<file path="src/rtl/instr_fetch32.sv">
// Instruction fetch unit: two-cycle FETCH/EXEC sequencer with
// branch/jump/JR next-PC selection and a sticky misalignment halt.
module instr_fetch32 #(
  parameter logic [31:0] RESET_PC = 32'h0000_0000,
  parameter int          IMEM_AW  = 14
) (
  input  logic               clock,
  input  logic               reset,
  output logic [IMEM_AW-1:0] imem_addr,
  input  logic [31:0]        imem_rdata,
  output logic [31:0]        Instruction,
  output logic               instr_valid,
  output logic [31:0]        pc,
  output logic [31:0]        opcplus4,
  input  logic [31:0]        Addr_result,
  input  logic [31:0]        read_data_1,
  input  logic               Branch,
  input  logic               nBranch,
  input  logic               Jmp,
  input  logic               Jal,
  input  logic               Jr,
  input  logic               Zero,
  input  logic               stall,
  output logic               fault,
  output logic [31:0]        retired
);

  typedef enum logic [1:0] {
    FETCH,
    EXEC,
    HALT
  } state_t;

  state_t      state;
  logic [31:0] next_pc;
  logic [31:0] jump_tgt;
  logic        taken;

  assign imem_addr = pc[IMEM_AW+1:2];
  assign opcplus4  = pc + 32'd4;
  assign jump_tgt  = {opcplus4[31:28], Instruction[25:0], 2'b00};
  assign taken     = (Branch & Zero) | (nBranch & ~Zero);

  // Jr outranks the absolute jumps, which outrank a taken branch
  always_comb begin
    next_pc = opcplus4;
    if (Jr)
      next_pc = read_data_1;
    else if (Jmp || Jal)
      next_pc = jump_tgt;
    else if (taken)
      next_pc = Addr_result;
  end

  always_ff @(posedge clock) begin
    if (reset) begin
      state       <= FETCH;
      pc          <= RESET_PC;
      Instruction <= 32'd0;
      retired     <= 32'd0;
      fault       <= 1'b0;
      instr_valid <= 1'b0;
    end else begin
      unique case (state)
        FETCH: begin
          Instruction <= imem_rdata;
          instr_valid <= 1'b1;
          state       <= EXEC;
        end
        EXEC: begin
          if (!stall) begin
            instr_valid <= 1'b0;
            if (next_pc[1:0] != 2'b00) begin
              fault <= 1'b1;
              state <= HALT;
            end else begin
              pc      <= next_pc;
              retired <= retired + 32'd1;
              state   <= FETCH;
            end
          end
        end
        HALT: begin
          instr_valid <= 1'b0;
        end
        default: begin
          state       <= FETCH;
          instr_valid <= 1'b0;
        end
      endcase
    end
  end

endmodule

</file>
<file path="config.mk">
export PLATFORM = sky130hd
export DESIGN_NAME = instr_fetch32
export DESIGN_NICKNAME = d
export VERILOG_FILES = /design/src/rtl/instr_fetch32.sv
export SDC_FILE = /design/constraint.sdc
export NUM_CORES = 1
export LEC_CHECK = 0
export CAP_MARGIN = 20
export CORE_MARGIN = 2
export CORE_UTILIZATION = 47
export CTS_BUF_LIST = sky130_fd_sc_hd__clkbuf_4
export DETAILED_ROUTE_END_ITERATION = 16
export PLACE_DENSITY = 0.95
export SLEW_MARGIN = 20
export SYNTH_ARGS = -nofsm -noshare
export SYNTH_HDL_FRONTEND = slang
export SYNTH_SLANG_ARGS = --single-unit
</file>
<file path="constraint.sdc">
create_clock -name clock -period 3.9 [get_ports clock]
set_input_delay 1.17 -clock clock [delete_from_list [all_inputs] [get_ports clock]]
set_output_delay 1.17 -clock clock [all_outputs]
set_load 0.02 [all_outputs]
</file>
==> results by group <==
Status
  – Status: complete, no violations

STA
  – Worst Skew: 0.0195 ns
  – Final setup fails: 0
  – Worst hold slack: ~0.47 ns
  – Period utilization: a little over nine tenths
  – Endpoints failing hold: 0
  – Slew margin rel.: 44.1%
  – Fin crit period: approximately 3.8 ns
  – Post-route setup TNS: 0 ns
  – Fmax: ~260 MHz
  – Slew @ Worst Pin: 0.838 ns
  – Final worst slack: between 0.08 and 0.09 ns
  – Max Slew Vio Count: 0

Yosys
  – Cell taking the most area after synthesis: dfxtp_1
  – Commonest cells post-synth: nand2_1 (133), dfxtp_1 (100), a21oi_1 (83), nor2_1 (72), clkbuf_1 (34)
  – Syn nets: around 840
  – Ys async rst share: 0%
  – Synth Area in Compound Gates: 18.6%
  – Post-Syn Instances: ~740
  – Count leader, synth: nand2_1
  – Post-synthesis cell area: 5550 um^2
  – Xor/xnor cell area share of the yosys netlist: under 10%
  – Avg Inst Size Synth: 7.54 um^2
  – Synth Flop Type: dfxtp_1
  – Largest family of logic cells by synthesized area: simple AND/OR/NAND/NOR gates
  – Multiplexer share of the synthesized area: 0.767%
  – Sequential area share after synthesis: 36.1%
  – Synth Area in Simple Gates: 30.0%
  – Top cell type's share of synthesized area: 36.1%
  – Top cells by area, synth: dfxtp_1 (36%), nand2_1 (9.0%), a21oi_1 (7.5%)
  – Synthesis warning total: 0
  – Adder-Cell Fraction of Synth Area: less than 1%
  – Register bit total from synthesis: 100
  – EDFF count, synth: 0
  – Synth cell types: 58

Setup path
  – Critical Path RT: 2.73 ns
  – Register-to-register setup slack: 1.55 ns
  – Critical path arrival: 2.65 ns
  – R2R Path End: retired[28]
  – Reg2reg path depth: 6
  – Crit Path Max Fanout: 7
  – CP Capture Type: primary output
  – Reg2reg start: retired[3]
  – Startpoint Class: flop
  – Critical path type: reg -> out

Routing
  – Vias/cell: between 5 and 6
  – DR pass1 iterations: 5
  – DR WL/cell: 18.7 um
  – Drt drc: 0
  – Vias: 6,494
  – Detailed Route WL: 20,600 um
  – DRT iter0 DRCs: 530
  – Post-route ant nets: 0

Placed design
  – GPL Wtd Cong: 0.909
  – Cells after DPL: 1,088
  – DP Wirelength: 15,300 um
  – Setup slack at placement: about 0.29 ns
  – # port buffers: 248

Floorplanning
  – Die Span Y: 113 um
  – Horiz. Die Dim: 113 um
  – Std cell rows: 39
  – Die area: ~13,000 um^2
  – IO Pins: 249
  – Initial core utilization: 48.4%
  – Core box area: approximately 11,000 um^2

Global route
  – Initial antenna violation count: 0
  – Vias in the first global route: between 6,000 and 7,000
  – Remaining global-route overflow: 0
  – Global-route wire length before repair: 32,200 um
  – Largest net degree at the start of global routing: 80
  – GRT Util Overall: about a third

Power and ir drop
  – Total power: around 2100 uW
  – Clk pwr share: 21.6%
  – P per Cell Area: 261 nW/um^2
  – Sequential group share of total power: 51.6%
  – Psw: slightly below 700 uW
  – Sw Ratio: about a third
  – P_leak: 0.00310 uW
  – VDD IR-drop max: 0.216 mV
  – Combinational Power Share: roughly 27%
  – Power Internal: 1450 uW

CTS
  – Inserted Clock Buffers: 9
  – Worst-Skew Late Latency: 0.47 ns
  – H-tree depth: 3
  – Root Buffer Master: clkbuf_4
  – Max Root-Sink Buffers: 2
  – Hold Buf Count CTS: 0
  – Clk slew on worst S/H paths: 0.14 ns
  – Sink Count: 100
  – CTS tree: yes

Cells and area
  – Share of layout cells above drive strength 1: about 8%
  – # nets final: 1,065
  – Antenna Cells: 0
  – Non-Filler Instances: ~1,100
  – Synth-to-Final Area Change: 48.4%

Hold path
  – Hold endpoint: Instruction[30]
  – Hold path cells: 2
  – Hold Path Origin: Instruction[30]
  – Min-Delay Path Class: reg -> reg

Job
  – Max-capacitance violation count: 0
metrics by stage:
stage               util, %  instance area (um^2)
finish                 71.8                  8230
global route           71.8                  8230
CTS                    71.7                  8230
detailed placement     70.8                  8120
global placement       70.8                  8120
floorplan                 -                  5550
logic make-up (layout without fill, tap and decap cells):
family / Yosys count / count (layout)
xor gates and xnor gates: 48 / 48
and+or+nand+nor: 341 / 341
DFF: 100 / 100
adders and majority gates: 2 / 2
muxes: 4 / 4
AOI/OAI and AO/OA: 164 / 164
buffers and inverters: 77 / 302
power groups by stage:
stage	combinational, uW	clock (uW)	sequential, uW
after floorplan	224	0	1170
after global placement	564	0	1130
after detailed placement	571	0	1130
after CTS	571	462	1110
after global routing	613	500	1120
final	575	464	1110
flip-flops by register name, summed over array words and instances (netlist names):
| register | cells |
|---|---|
| Instruction | 32 |
| fault | 1 |
| instr_valid | 1 |
| pc | 32 |
| retired | 32 |
| state | 2 |
worst max path at each step:
stage / from / endpoint / cells past startpoint
6_report: pc[3] / opcplus4[13] / 6
3_3_place_gp: pc[2] / opcplus4[28] / 7
2_1_floorplan: pc[4] / opcplus4[31] / 6
3_5_place_dp: pc[2] / opcplus4[28] / 7
4_1_cts: pc[2] / opcplus4[18] / 6
5_1_grt: pc[3] / opcplus4[13] / 6
repair_timing:
action	CTS	global route
setup buffers	2	0
pin swaps	1	3
gates resized for setup	21	10
setup endpoints to repair	13	8
final cells by class:
| class | instances | area (um^2) |
|---|---|---|
| clock buffers | 9 | 67.6 |
| clock inverters | 5 | 21.3 |
| fillers | 888 | 3230 |
| inverters | 10 | 37.5 |
| multi-input cells | 559 | 3210 |
| flip-flops and latches | 100 | 2010 |
| well taps | 143 | 179 |
| repair buffers | 278 | 2700 |
routing by layer:
layer,routed length [um],global-route usage (%),vias up,share of wire [%]
li1,-,-,3022,-
met1,8240,40.2,3037,40
met2,9620,51.0,387,47
met3,2080,7.61,48,10
met4,671,14.7,0,3.3
met5,0,0,-,0
placed cells by master, fill, tap and decap left out, drive strengths merged, types with 6 or more instances in the layout:
cell type      synthesis  final
a211oi                 8      8
a21oi                 83     83
a311oi                 6      6
and3                  13     13
buf                   32     32
clkbuf                35     11
clkdlybuf4s50          0    231
dfxtp                100    100
dlygate4sd2            0      8
inv                   10     10
nand2                133    133
nand2b                 6      6
nand3                 33     33
nand3b                 7      7
nand4                 22     22
nor2                  72     72
nor3                  12     12
nor4                  12     12
o211ai                 6      6
o21ai                 18     18
o41ai                  6      6
or3                   12     12
xnor2                 21     21
xor2                  27     27
worst max-delay path, cell delays in order, from the launching register on:
cell             delay [ns]
dfxtp_1                0.37
buf_4                  0.14
nand4_1                0.16
or3_4                  0.47
or3_1                  0.35
nand2_1                0.08
clkdlybuf4s50_1        0.62
Note: power is estimated with default switching activity, not from simulation.
==> patch 1 (same settings) <==
Register the output `retired` once more, without a reset; this adds one clock of latency there. The other outputs are not delayed to match.
--- a/src/rtl/instr_fetch32.sv
+++ b/src/rtl/instr_fetch32.sv
@@ -31,6 +31,8 @@
     HALT
   } state_t;
 
+  logic [31:0] retired_s0;
+
   state_t      state;
   logic [31:0] next_pc;
   logic [31:0] jump_tgt;
@@ -57,7 +59,7 @@
       state       <= FETCH;
       pc          <= RESET_PC;
       Instruction <= 32'd0;
-      retired     <= 32'd0;
+      retired_s0  <= 32'd0;
       fault       <= 1'b0;
       instr_valid <= 1'b0;
     end else begin
@@ -75,7 +77,7 @@
               state <= HALT;
             end else begin
               pc      <= next_pc;
-              retired <= retired + 32'd1;
+              retired_s0 <= retired_s0 + 32'd1;
               state   <= FETCH;
             end
           end
@@ -91,5 +93,9 @@
     end
   end
 
+  always_ff @(posedge clock) begin
+    retired <= retired_s0;
+  end
+
 endmodule
 
Check against the original RTL: not equivalent (a bounded check fails within 4 cycles, from zero or initial values and one cycle with reset high).
==> patch 1 against the unedited design <==
  * Sequential cell count grew 32
  * Wire length grew 6.2%
  * Die area grew 11%
  * Clock skew is essentially flat
  * Worst setup slack lost 16 ps
  * Sequential power grew 30%
  * Synthesized area grew 11%
  * Cell area grew 9.5%
  * Total power grew 37%
  * Clock power grew 100%
  * Cell count grew 5.8%
  * First-iteration DRC count grew 65%
  * Count of clock-buffer cells in the layout grew 9
  * Highest routed layer unchanged
==> patch 1: results (changes against the unedited design) <==
| Metric | Value |
|---|---|
| Layout cells sized above 1 | 9.849% (+1.8 points) |
| Number of DRC markers in iteration 0 | 875 (+65%) |
| Pre-antenna DRT Iters | 6 (+1) |
| Worst Max-Slew Pin Slew | 957.0 ps (+118.8 ps) |
| Grt met1 use | 38.23% (-2.0 points) |
| CP max-delay cell | dfxtp_2 |
| Metal2 WL | 10.46 mm (+8.7%) |
| Worst Clk Skew | 19.61 ps (+0.1592 ps) |
| Adder-cell share of the synthesized area | 0.4050% (-0.046 points) |
| Worst path max stage delay | 410 ps (-210 ps) |
| Fmax achieved | 0.2610 GHz (-0.42%) |
| Synth Net Count | 866 (+2.7%) |
| Multi-input logic cell count | 551 (-1.4%) |
| Reg area | 0.002658 mm2 (+32%) |
| Vias in the first global route | 6277 (+0.42%) |
| Post-synth top cells | dfxtp_1, nand2_1, a21oi_1, nor2_1, nand3_1 |
| Crit path from | pc[2]$_SDFFE_PP0P_ |
| R2R cell count | 9 (+3) |
| Sw Share | 30.22% (-2.1 points) |
| Cell internal pwr | 2.053 mW (+41%) |
| Flop-to-flop setup slack | 1570 ps (+20 ps) |
| Synth Area per Inst | 8.140 um2 (+8.0%) |
| ANT cells | 1 (+1) |
| Worst-skew pair later-pin latency | 560 ps (+90 ps) |
| Post-Synth XOR/XNOR Area | 8.080% (+0.50 points) |
| Pre-CTS setup slack | 299.6 ps (+14.18 ps) |
| VDD IR-drop max | 0.2580 mV (+19%) |
| Layout filler cell count | 981 (+10%) |
| P_clk | 0.932 mW (+100%) |
| Complex-gate fraction of the synthesized area | 14.99% (-3.6 points) |
| M1 WL | 8.510 mm (+3.3%) |
| Clk buf depth | 2 (unchanged) |
| Routability Congestion | 0.9641 (+6.0%) |
| Post-synthesis mux area share | 1.276% (+0.51 points) |
| Sequential element share of the synthesized area | 42.77% (+6.7 points) |
| Clock-cell share | 3.178% (+2.1 points) |
| Post-synthesis register bit count | 132 (+32%) |
| GRT met2 Usage | 49.03% (-1.9 points) |
| Layout Utilization | 70.87% (-0.93 points) |
| Post-detail-place hpwl | 16.15 mm (+5.8%) |
| Arrival time worst endpoint | 2660 ps (about the same) |
| Inverters | 7 (-3) |
| Combinational power | 0.566 mW (-2%) |
| Outcome | complete, no violations |
| Vias per Instance | 5.803 (-1.3%) |
| Non-clock buffer share | 29.23% (-3.6 points) |
| Global-route wire length before repair | 34.00 mm (+5.6%) |
| Largest net degree at the start of global routing | 88 (+10%) |
| Plain + repair buffers | 273 (-1.8%) |
| Syn Inst Count | 759 (+3.1%) |
| Cell family with most CP delay | buffers and inverters |
| Wire length on met3 | 2.095 mm (+0.58%) |
| GRT Util Overall | 30.41% (-1.3 points) |
| H-tree lvl count | 4 (+1) |
## patch 1: timing repair
| action | in CTS | in global routing |
|---|---|---|
| setup buffers | 1 | 0 |
| gates resized for setup | 24 | 13 |
| pin swaps | 1 | 0 |
| setup endpoints to repair | 14 | 11 |
## patch 1: how the worst min path moves through the flow
stage | start | to | slack (ps) | depth (start not counted)
3_3_place_gp | retired_s0[31]$_SDFFE_PP0P_ | retired[31]$_DFF_P_ | 350 | 0
4_1_cts | retired_s0[31]$_SDFFE_PP0P_ | retired[31]$_DFF_P_ | 380 | 0
5_1_grt | retired_s0[31]$_SDFFE_PP0P_ | retired[31]$_DFF_P_ | 380 | 0
3_5_place_dp | retired_s0[31]$_SDFFE_PP0P_ | retired[31]$_DFF_P_ | 360 | 0
6_report | retired_s0[21]$_SDFFE_PP0P_ | retired[21]$_DFF_P_ | 380 | 0
2_1_floorplan | retired_s0[31]$_SDFFE_PP0P_ | retired[31]$_DFF_P_ | 350 | 0
==> patch 2 (same settings) <==
Without the edit above. The parameter `IMEM_AW` goes from 14 to 16.
--- a/src/rtl/instr_fetch32.sv
+++ b/src/rtl/instr_fetch32.sv
@@ -2,7 +2,7 @@
 // branch/jump/JR next-PC selection and a sticky misalignment halt.
 module instr_fetch32 #(
   parameter logic [31:0] RESET_PC = 32'h0000_0000,
-  parameter int          IMEM_AW  = 14
+  parameter int          IMEM_AW  = 16
 ) (
   input  logic               clock,
   input  logic               reset,
Ports: changed (resized imem_addr); port bits go from 249 to 251. No check against the original RTL was run, so the function may have changed too.
==> patch 2 against the unedited design <==
  * Cell area is 0.70% higher
  * Sequential power hardly changed
  * Synthesized area is 0.27% higher
  * Clock power is 20% higher
  * Maximum frequency hardly changed
  * Sequential cell count stayed put
  * Total power is 4.5% higher
  * Worst setup slack better by 0.97 ps
  * Wire length is 2.4% higher
  * Global-route usage is 0.12 points higher
  * Utilization is 0.50 points higher
==> patch 2: results (changes against the unedited design) <==
| Metric | Value |
|---|---|
| Outcome | complete, no violations |
| Post-detail-place hpwl | 15.59 mm (+2.1%) |
| Adder-cell share of the synthesized area | 0.4497% (-0.0012 points) |
| Global-route wire length before repair | 32.12 mm (-0.24%) |
| Largest cells by area after synthesis | dfxtp_1, nand2_1, a21oi_1 |
| Post-synth top cells | nand2_1, dfxtp_1, a21oi_1, nor2_1, clkbuf_1 |
| Reg2reg end | pc[30]$_SDFFE_PP0P_ |
| Worst Clk Skew | 21.10 ps (+1.649 ps) |
| Routability Congestion | 0.9282 (+2.1%) |
| Routed WL | 21.11 mm (+2.4%) |
| Worst hold-check path type | flop to flop |
| P_clk | 0.559 mW (+20%) |
| Ys async rst share | 0% (unchanged) |
| R2R cell count | 9 (+3) |
| Pre-antenna DRT Iters | 6 (+1) |
| Number of DRC markers in iteration 0 | 644 (+22%) |
| Slack of the critical path | 85.22 ps (+0.9708 ps) |
| Flop-to-flop setup slack | 1440 ps (-110 ps) |
| Port bufs | 250 (+0.81%) |
| Reg power frac | 49.5% (-2.1 points) |
| Vias in the first global route | 6077 (-2.8%) |
| Worst Max-Slew Pin Slew | 938.9 ps (+100.8 ps) |
| Synth Area per Inst | 7.539 um2 (about the same) |
| Sw Share | 32.15% (-0.16 points) |
| Post-CTS Setup Bufs | 3 (+1) |
| Post-synthesis mux area share | 0.7646% (-0.0021 points) |
| Sequential element share of the synthesized area | 35.98% (-0.097 points) |
| Arrival time worst endpoint | 2640 ps (about the same) |
| Clk slew on worst S/H paths | 170 ps (+30 ps) |
| Post-Synth XOR/XNOR Area | 7.556% (-0.020 points) |
| Drt drc | 0 (unchanged) |
| Area post-placement | 0.008119 mm2 (about the same) |
| CP Max Fanout | 5 (-2) |
| Worst path max stage delay | 580 ps (-40 ps) |
| Pre-CTS setup slack | 252.5 ps (-32.91 ps) |
| Worst-skew pair later-pin latency | 520 ps (+50 ps) |
| Resized cells post-CTS | 19 (-9.5%) |
| Fin Hold WS | 465.9 ps (-1.782 ps) |
| ANT cells | 0 (unchanged) |
| Prevailing post-synth register cell | dfxtp_1 |
| Layout filler cell count | 898 (+1.1%) |
| Vias | 6548 (+0.83%) |
| HP Start | fault$_SDFFE_PP0P_ |
| Kind of critical path | flop to primary output |
| CP max-delay cell | or4_4 |
| Complex-gate fraction of the synthesized area | 18.51% (-0.050 points) |
| Power share of the clock group | 24.9% (+3.3 points) |
| Layout cells sized above 1 | 7.388% (-0.62 points) |
| Synth Net Count | 845 (+0.24%) |
| WHS Endpoint | fault$_SDFFE_PP0P_ |
| VDD IR-drop max | 0.1913 mV (-11%) |
| P_leak | 3.170 nW (+2.1%) |
| Nets | 1064 (-0.094%) |
| Largest net degree at the start of global routing | 86 (+7.5%) |
| Average routed wire per standard cell | 19.12 um (+2.4%) |
| Cell family with most CP delay | simple AND/OR/NAND/NOR gates |
| Remaining Overflow, GRT | 0 (unchanged) |
| GRT Util Overall | 31.82% (+0.12 points) |
| Reg2Reg Launch Point | pc[2]$_SDFFE_PP0P_ |
| CP Capture Point | opcplus4[27] |
-- patch 2: changes by cell type in the layout (fill, tap and decap cells not counted), sizes merged, moves of 2 or more --
cell / delta
dlymetal6s2s: +4
clkinvlp: +2
buf: -3
clkinv: -2
clkdlybuf4s50: -2
clkdlybuf4s15: +2
-- patch 2: per-layer routing --
layer | routed length, um | vias up | part of all wire, % | global-route usage (%)
li1 | - | 3029 | - | -
met1 | 8153 | 3073 | 39 | 39.29
met2 | 9939 | 367 | 47 | 51.78
met3 | 1926 | 79 | 9.1 | 6.481
met4 | 1088 | 0 | 5.2 | 18.05
met5 | 0 | - | 0 | 0
-- patch 2: layout make-up --
cell class	instances	area, um2	share of cell area [%]
inverter	10	37.54	0.4528
tap	143	178.9	2.158
clock inverter	6	56.30	0.6791
sequential	100	2008	24.22
timing repair buffer	277	2729	32.92
multi-input combinational	559	3213	38.76
clock buffer	9	67.56	0.8150
